==> src/rtl/uart_tx_fifo_cfg.sv <==
// uart_tx_fifo_cfg: UART transmitter with baud-tick generator, transmit FIFO and configurable framing
module uart_tx_fifo_cfg #(
    parameter int CLK_HZ     = 100_000_000,
    parameter int BAUD       = 9600,
    parameter int OVERSAMPLE = 16,
    parameter int DATA_BITS  = 8,
    parameter int PARITY     = 0,
    parameter int STOP_BITS  = 1,
    parameter int FIFO_DEPTH = 4
) (
    input  logic                             clk,
    input  logic                             rst,
    input  logic                             wr_en,
    input  logic [DATA_BITS-1:0]             wr_data,
    output logic                             full,
    output logic [$clog2(FIFO_DEPTH+1)-1:0]  fifo_count,
    output logic                             tx,
    output logic                             tx_busy,
    output logic                             tx_done
);
    localparam int DIV_RAW = CLK_HZ / (BAUD * OVERSAMPLE);
    localparam int DIV     = DIV_RAW < 1 ? 1 : DIV_RAW;
    localparam int DW      = DIV > 1 ? $clog2(DIV) : 1;
    localparam int TW      = $clog2(OVERSAMPLE * 2);
    localparam int CW      = $clog2(FIFO_DEPTH + 1);
    localparam int AW      = $clog2(FIFO_DEPTH);

    typedef enum logic [2:0] {IDLE, START, DATA, PAR, STOP} state_t;

    state_t               state_q, state_d;
    logic [DW-1:0]        div_q, div_d;
    logic [TW-1:0]        tick_q, tick_d;
    logic [3:0]           bit_q, bit_d;
    logic [DATA_BITS-1:0] sh_q, sh_d;
    logic                 par_q, par_d;
    logic                 done_q, done_d;
    logic [CW-1:0]        cnt_q, cnt_d;
    logic [AW-1:0]        wp_q, rp_q;
    logic [DATA_BITS-1:0] mem [FIFO_DEPTH];
    logic                 push, pop, tick, bit_end, stop_end;
    logic [DATA_BITS-1:0] head;

    // a write while full is dropped even if a pop frees a slot in the same cycle
    assign push     = wr_en && !full;
    assign tick     = div_q == DW'(DIV - 1);
    assign bit_end  = tick && tick_q == TW'(OVERSAMPLE - 1);
    assign stop_end = tick && tick_q == TW'(STOP_BITS * OVERSAMPLE - 1);
    assign head     = mem[rp_q];
    assign cnt_d    = cnt_q + CW'(push) - CW'(pop);
    // divider restarts with every frame so each bit is exactly OVERSAMPLE*DIV clocks
    assign div_d    = (pop || tick) ? '0 : div_q + DW'(1);

    // state, counters and FIFO pointers; async reset aborts any frame in flight
    always_ff @(posedge clk or posedge rst) begin
        if (rst) begin
            state_q <= IDLE;
            div_q   <= '0;
            tick_q  <= '0;
            bit_q   <= '0;
            sh_q    <= '0;
            par_q   <= 1'b0;
            done_q  <= 1'b0;
            cnt_q   <= '0;
            wp_q    <= '0;
            rp_q    <= '0;
        end else begin
            state_q <= state_d;
            div_q   <= div_d;
            tick_q  <= tick_d;
            bit_q   <= bit_d;
            sh_q    <= sh_d;
            par_q   <= par_d;
            done_q  <= done_d;
            cnt_q   <= cnt_d;
            if (push) wp_q <= wp_q + AW'(1);
            if (pop) rp_q <= rp_q + AW'(1);
        end
    end

    // FIFO storage needs no reset; the pointers define which entries are valid
    always_ff @(posedge clk) begin
        if (push) mem[wp_q] <= wr_data;
    end

    // walk START/DATA/PAR/STOP on baud ticks; pop the FIFO in IDLE or at the last stop tick
    always_comb begin
        state_d = state_q;
        tick_d  = (state_q != IDLE && tick) ? tick_q + TW'(1) : tick_q;
        bit_d   = bit_q;
        sh_d    = sh_q;
        par_d   = par_q;
        done_d  = 1'b0;
        pop     = 1'b0;
        case (state_q)
            IDLE: pop = cnt_q != '0;
            START: begin
                if (bit_end) begin
                    tick_d  = '0;
                    state_d = DATA;
                end
            end
            DATA: begin
                if (bit_end) begin
                    tick_d = '0;
                    sh_d   = sh_q >> 1;
                    bit_d  = bit_q + 4'd1;
                    if (bit_q == 4'(DATA_BITS - 1)) begin
                        bit_d   = '0;
                        state_d = PARITY != 0 ? PAR : STOP;
                    end
                end
            end
            PAR: begin
                if (bit_end) begin
                    tick_d  = '0;
                    state_d = STOP;
                end
            end
            STOP: begin
                if (stop_end) begin
                    tick_d  = '0;
                    done_d  = 1'b1;
                    pop     = cnt_q != '0;
                    state_d = IDLE;
                end
            end
            default: state_d = IDLE;
        endcase
        if (pop) begin
            state_d = START;
            sh_d    = head;
            par_d   = (^head) ^ (PARITY == 1);
        end
    end

    // line level from the current state; idle and stop are high
    always_comb begin
        tx = state_q == START ? 1'b0 : state_q == DATA ? sh_q[0] : state_q == PAR ? par_q : 1'b1;
    end

    assign tx_busy    = state_q != IDLE;
    assign tx_done    = done_q;
    assign full       = cnt_q == CW'(FIFO_DEPTH);
    assign fifo_count = cnt_q;
endmodule
==> config.mk <==
export PLATFORM = sky130hd
export DESIGN_NAME = uart_tx_fifo_cfg
export DESIGN_NICKNAME = d
export VERILOG_FILES = /design/src/rtl/uart_tx_fifo_cfg.sv
export SDC_FILE = /design/constraint.sdc
export NUM_CORES = 1
export LEC_CHECK = 0
export ABC_CLOCK_PERIOD_IN_PS = 5550
export CAP_MARGIN = 5
export CORE_MARGIN = 2
export CORE_UTILIZATION = 55
export DETAILED_ROUTE_END_ITERATION = 10
export GPL_ROUTABILITY_DRIVEN = 0
export PLACE_DENSITY_LB_ADDON = 0.3
export SLEW_MARGIN = 20
export SYNTH_ARGS = -nofsm -noshare
export SYNTH_HDL_FRONTEND = slang
export SYNTH_SLANG_ARGS = --single-unit
==> constraint.sdc <==
create_clock -name clk -period 5.55 [get_ports clk]
set_input_delay 0.555 -clock clk [delete_from_list [all_inputs] [get_ports clk]]
set_output_delay 0.555 -clock clk [all_outputs]
set_load 0.02 [all_outputs]
==> impl_metrics.env, run 1 <==
export IMPL_dp_hpwl_um=3360
export IMPL_initial_core_util_pct=57.6
export IMPL_drive_gt1_share_pct=11.0
export IMPL_tritoncts="yes"
export IMPL_h_tree_depth=3
export IMPL_cts_root_buffer="clkbuf_8"
export IMPL_period_share_pct=53.6
export IMPL_port_buffers=17
export IMPL_hold_buffers=0
export IMPL_fin_nets=290
export IMPL_yosysTopAreaCell="dfrtp_1"
export IMPL_p_leak_uw=0.00148
export IMPL_cp_max_fo=21
export IMPL_detail_route_antenna_nets=0
export IMPL_die_area_sq_um=6430
export IMPL_synth_area_sq_um=3190
export IMPL_ys_seq_area_share_pct=60.7
export IMPL_synth_fa_ha_area_share_pct=4.94
export IMPL_synth_edf_count=32
export IMPL_rows=27
export IMPL_synthSimpleGateAreaFrac_pct=12.4
export IMPL_min_period_ns=2.98
export IMPL_drc=0
export IMPL_fmaxAchievable_ghz=0.336
export IMPL_worstHoldStart="bit_q[2]"
export IMPL_die_w_um=80.2
export IMPL_synth_async_reset_ratio_pct=54.9
export IMPL_cts_resized=0
export IMPL_cts_max_path_buffers=2
export IMPL_synth_xor_area_share_pct=6.04
export IMPL_grt_use_total_pct=17.6
export IMPL_cts_num_sinks=71
export IMPL_fin_ws_ns=2.57
export IMPL_synthToLayoutAreaGrowth_pct=13.5
export IMPL_overflow=0
export IMPL_skew_ns=0.00953
export IMPL_wirelength_um=4850
export IMPL_r2r_cells=13
export IMPL_status="completed"
export IMPL_syn_nets=269
export IMPL_drtIter0Drc=56
export IMPL_numCtsBuffers=9
export IMPL_worstSetupEndpointType="flop"
export IMPL_grt_pass1_vias=1750
export IMPL_vdd_drop_max_uv=275
export IMPL_netlist_top_cells_count="dfrtp_1 (39), edfxtp_1 (32), nand2_1 (25)"
export IMPL_ios=18
export IMPL_slowest_stage="dfrtp_1"
export IMPL_yosys_cell_types_count=38
export IMPL_setup_violations=0
export IMPL_drt_pre_antenna_iters=4
export IMPL_power_density_nw_per_um2=472
export IMPL_placed_area_sq_um=3420
export IMPL_cpMostUsedCell="ha_1"
export IMPL_fin_cells=344
export IMPL_core_region_area_sq_um=5540
export IMPL_worstPathArrival_ns=3.25
export IMPL_hold_viol_final=0
export IMPL_synth_seq_cells=71
export IMPL_synth_compound_area_share_pct=5.06
export IMPL_synthCells=246
export IMPL_synth_ff_type="dfrtp_1"
export IMPL_clk_latency_ns=0.34
export IMPL_path_clk_slew_ns=0.08
export IMPL_worstSetupPathType="flop to flop"
export IMPL_tightestPinTransition_ns=0.687
export IMPL_drv_slew=0
export IMPL_worstPathCellList="ha_1 > and3_1 > ha_1 > nand4_2 > a21oi_1 > buf_4 > ha_1 > inv_1 > ha_1 > inv_1 > fa_1 > xnor2_1 > xnor2_1"
export IMPL_timing_rr_start="tick_q[0]"
export IMPL_synthMuxAreaShare_pct=8.00
export IMPL_worstSetupStartpointType="flop"
export IMPL_antennaDiodeCount=0
export IMPL_fin_area_sq_um=3620
export IMPL_rsz0062_at_grt="false"
export IMPL_cp_depth=13
export IMPL_yosys_cell_count_top_type="dfrtp_1"
export IMPL_path_buf_inv=3
export IMPL_grt_max_degree=40
export IMPL_antenna_found_initial=0
export IMPL_critPathTopFamily="adder cells"
export IMPL_fillers=418
export IMPL_ys_warn_count=0
export IMPL_vias_per_cell=5.18
export IMPL_die_h_um=80.2
export IMPL_avgSynthCellArea_sq_um=13.0
export IMPL_synth_top_family_by_area="simple AND/OR/NAND/NOR gates"
export IMPL_cts_setup_buffers=0
export IMPL_r2r_end="fifo_count[2]"
export IMPL_r2r_slack_ns=2.57
export IMPL_dpl_worst_slack_ns=2.57
export IMPL_synthTopCellsByArea="dfrtp_1 (31%), edfxtp_1 (30%), mux4_2 (5.6%), xnor2_1 (4.7%), ha_1 (4.3%)"
export IMPL_grt_pass1_wl_um=8360
export IMPL_wl_per_cell_um=14.1
export IMPL_hp_class="flop to flop"
export IMPL_synth_top_cell_area_share_pct=30.6
export IMPL_tns_ns=0
export IMPL_dp_cells=328
export IMPL_cp_slowest_stage_delay_ns=0.38
export IMPL_timing_slew_headroom_pct=53.9
export IMPL_max_cap_violations=0
export IMPL_endpoint="fifo_count[2]"
export IMPL_vias=1783
export IMPL_holdWs_ns=0.501
export IMPL_required_ns=5.82
export IMPL_crit_start="tick_q[0]"
==> per-layer routing <==
layer / vias up / global-route usage (%) / part of all wire, %
met4: 0 / 7.63 / 1.7
met3: 8 / 4.72 / 3.0
li1: 898 / - / -
met2: 25 / 27.5 / 49
met1: 852 / 23.3 / 46
met5: - / 0 / 0
==> worst min path at each step <==
stage	endpoint	slack, ns	cells after the start
finish	bit_q[2]	0.50	1
floorplan	bit_q[1]	0.47	2
CTS	bit_q[2]	0.50	1
global route	bit_q[2]	0.54	1
global placement	div_q[0]	0.48	1
detailed placement	bit_q[2]	0.49	1
==> area by class of cell <==
class                   count  area (sq um)  share of cell area, %
clock inverters             7          77.6                   2.14
multi-input cells         154          1160                   32.1
repair buffers             19           185                   5.11
flip-flops and latches     71          1940                   53.5
inverters                  12          45.0                   1.24
clock buffers               9           124                   3.42
well taps                  72          90.1                   2.49
==> flip-flops by register name, summed over array words and instances, names as in the netlist <==
| signal | flops |
|---|---|
| tick_q | 5 |
| par_q | 1 |
| wp_q | 2 |
| mem | 32 |
| rp_q | 2 |
| state_q | 3 |
| div_q | 10 |
| sh_q | 8 |
| bit_q | 4 |
| tx_done | 1 |
| fifo_count | 3 |
==> cells by family (layout without fill, tap and decap cells) <==
| family | Yosys count | in the layout |
|---|---|---|
| AOI/OAI and AO/OA | 29 | 29 |
| adders and majority gates | 12 | 12 |
| muxes | 15 | 15 |
| xor gates and xnor gates | 22 | 22 |
| DFF | 71 | 71 |
| and+or+nand+nor | 76 | 76 |
| buffers and inverters | 21 | 47 |
==> worst reg2reg max path: cells and delay by family, from the launching register on <==
kind,cells,cell delay [ns]
AOI/OAI and AO/OA,1,0.25
buffers and inverters,3,0.36
DFF,1,0.38
xor gates and xnor gates,2,0.32
and+or+nand+nor,2,0.44
adders and majority gates,5,1.18
==> report_power, final <==
group          leakage (uW)  switching, uW  total (uW)  internal [uW]
Clock              0.000103            196         409            213
Combinational      0.000579            240         506            266
Sequential         0.000795            111         794            682
==> stage by stage <==
step | utilization [%] | power (uW)
final | 65.4 | 1710
after global routing | 65.4 | 1820
after CTS | 65.4 | 1730
after detailed placement | 61.7 | 1320
after global placement | 61.7 | 1300
after floorplan | - | 1190
==> cells in the final DEF, fill, tap and decap left out, drive strengths merged, types with 3 or more instances in the layout <==
| cell type | synthesis | layout |
|---|---|---|
| inv | 12 | 16 |
| mux4 | 8 | 8 |
| clkdlybuf4s50 | 0 | 17 |
| xor2 | 5 | 5 |
| mux2i | 6 | 6 |
| nand2 | 25 | 25 |
| nor3b | 3 | 3 |
| nand4 | 3 | 3 |
| nand3 | 4 | 4 |
| a21oi | 5 | 5 |
| and2 | 5 | 5 |
| clkbuf | 5 | 9 |
| nand2b | 3 | 3 |
| ha | 11 | 11 |
| and3 | 4 | 4 |
| edfxtp | 32 | 32 |
| dfrtp | 39 | 39 |
| nor2 | 20 | 20 |
| nor3 | 3 | 3 |
| o21ai | 17 | 17 |
| xnor2 | 17 | 17 |
Power figures use the tool's default switching activity.
==> inputs of run 2 (changes only) <==
--- a/config.mk
+++ b/config.mk
@@ -5,10 +5,10 @@
 export SDC_FILE = /design/constraint.sdc
 export NUM_CORES = 1
 export LEC_CHECK = 0
-export ABC_CLOCK_PERIOD_IN_PS = 5550
+export ABC_CLOCK_PERIOD_IN_PS = 2700
 export CAP_MARGIN = 5
 export CORE_MARGIN = 2
-export CORE_UTILIZATION = 55
+export CORE_UTILIZATION = 53
 export DETAILED_ROUTE_END_ITERATION = 10
 export GPL_ROUTABILITY_DRIVEN = 0
 export PLACE_DENSITY_LB_ADDON = 0.3
==> constraint.sdc (replaced) <==
create_clock -name clk -period 2.7 [get_ports clk]
set_input_delay 0.27 -clock clk [delete_from_list [all_inputs] [get_ports clk]]
set_output_delay 0.27 -clock clk [all_outputs]
set_load 0.02 [all_outputs]
==> impl_metrics.env, run 2 (synthesis gave the netlist of run 1 again) <==
export IMPL_status="completed"
export IMPL_dpl_worst_slack_ns=0.228
export IMPL_max_cap_violations=0
export IMPL_skew_ns=0.00781
export IMPL_hp_class="primary input to async pin"
export IMPL_p_leak_uw=0.00148
export IMPL_multi_input_area_sq_um=1170
export IMPL_grt_use_total_pct=17.5
export IMPL_slowest_stage="dfrtp_1"
export IMPL_worstPathArrival_ns=2.70
export IMPL_synthToLayoutAreaGrowth_pct=14.6
export IMPL_regMostFlops="mem"
export IMPL_cp_slowest_stage_delay_ns=0.39
export IMPL_cts_num_sinks=71
export IMPL_min_period_ns=2.46
export IMPL_drtIter0Drc=60
export IMPL_path_clk_slew_ns=0.08
export IMPL_tightestPinTransition_ns=0.710
export IMPL_h_tree_depth=3
export IMPL_rsz0062_at_grt="false"
export IMPL_clk_latency_ns=0.35
export IMPL_detail_route_antenna_nets=0
export IMPL_layout_commonest_cell="dfrtp_1"
export IMPL_rows=28
export IMPL_overflow=0
export IMPL_fin_nets=293
export IMPL_port_buffers=17
export IMPL_core_region_area_sq_um=5890
export IMPL_setup_violations=0
export IMPL_fmaxAchievable_ghz=0.406
export IMPL_fillers=490
export IMPL_timing_slew_headroom_pct=52.4
export IMPL_dp_hpwl_um=3390
export IMPL_hold_buffers=0
export IMPL_drt_pre_antenna_iters=4
export IMPL_ios=18
export IMPL_grt_max_degree=40
export IMPL_power_density_nw_per_um2=964
export IMPL_worstPathCellList="ha_1 > and3_1 > ha_2 > nand4_2 > a21oi_2 > ha_1 > inv_1 > ha_1 > inv_1 > fa_1 > xnor2_1 > xnor2_1"
export IMPL_period_share_pct=91.2
export IMPL_vdd_drop_max_uv=539
export IMPL_seq_area_sq_um=1940
export IMPL_antennaDiodeCount=0
export IMPL_grt_pass1_wl_um=8450
export IMPL_worstSetupEndpointType="flop"
export IMPL_drc=0
export IMPL_wirelength_um=4860
export IMPL_holdWs_ns=0.335
export IMPL_r2r_cells=12
export IMPL_cpMostUsedCell="ha_1"
export IMPL_drive_gt1_share_pct=13.1
export IMPL_final_cell_mix="dfrtp_1 (39), edfxtp_1 (32), nand2_1 (25), nor2_1 (20)"
export IMPL_die_w_um=81.6
export IMPL_cts_max_path_buffers=2
export IMPL_required_ns=2.94
export IMPL_worstSetupPathType="flop to flop"
export IMPL_reg_top3="mem (32), div_q (10), sh_q (8)"
export IMPL_initial_core_util_pct=54.2
export IMPL_die_area_sq_um=6660
export IMPL_tritoncts="yes"
export IMPL_drv_slew=0
export IMPL_fin_ws_ns=0.238
export IMPL_vias_per_cell=5.12
export IMPL_numCtsBuffers=9
export IMPL_cts_root_buffer="clkbuf_8"
export IMPL_largest_reg_flops=32
export IMPL_grt_pass1_vias=1835
export IMPL_wl_per_cell_um=13.9
export IMPL_vias=1792
export IMPL_antenna_found_initial=0
export IMPL_worstSetupStartpointType="flop"
export IMPL_cp_max_fo=4
export IMPL_hold_viol_final=0
export IMPL_cts_setup_buffers=0
export IMPL_tns_ns=0
export IMPL_cts_resized=0
export IMPL_die_h_um=81.6
run 2: cell type report:
class,instances,share of cell area (%)
timing repair buffer,22,5.68
multi-input combinational,154,32.0
clock inverter,7,2.19
sequential,71,53.0
clock buffer,9,3.39
tap,75,2.57
inverter,12,1.23
run 2: metal layers:
metal | share of wire (%) | track usage, % | routed length (um)
met5 | 0 | 0 | 0
met4 | 1.5 | 7.50 | 72
met3 | 3.5 | 6.59 | 171
met2 | 47 | 26.3 | 2260
met1 | 48 | 22.8 | 2360
run 2: worst max-delay path, delay by kind of cell (launching register included):
family	cells	cell delay (ns)
fa+ha+maj	5	1.13
flops	1	0.39
simple gates	2	0.27
xor+xnor	2	0.26
compound gates	1	0.19
buf+inv	2	0.10
run 2: where the power goes:
part | total (uW) | leakage, uW | switching [uW] | internal [uW]
registers | 1620 | 0.000795 | 221 | 1400
clock network | 859 | 0.0000964 | 424 | 435
logic | 1040 | 0.000592 | 493 | 549
total | 3520 | 0.00148 | 1140 | 2390
run 2: final timing paths:
| kind | startpoint | endpoint | slack (ns) |
|---|---|---|---|
| setup / recovery | tick_q[0] | fifo_count[2] | 0.24 |
| hold / removal | rst | tick_q[2] | 0.34 |
| setup reg to reg | tick_q[0] | fifo_count[2] | 0.24 |
| hold reg to reg | sh_q[2] | sh_q[1] | 0.50 |
| max in group asynchronous | rst | div_q[4] | 2.02 |
| min in group clk | sh_q[2] | sh_q[1] | 0.50 |
run 2: per-stage QoR:
step           power, uW  util [%]  cell area [sq um]  std cells
6_report            3520      62.1               3660        350
5_1_grt             3770      62.1               3660        350
4_1_cts             3580      62.1               3650        350
3_5_place_dp        2720      58.6               3450        334
3_3_place_gp        2680      58.6               3450        334
2_1_floorplan       2450         -               3210        246
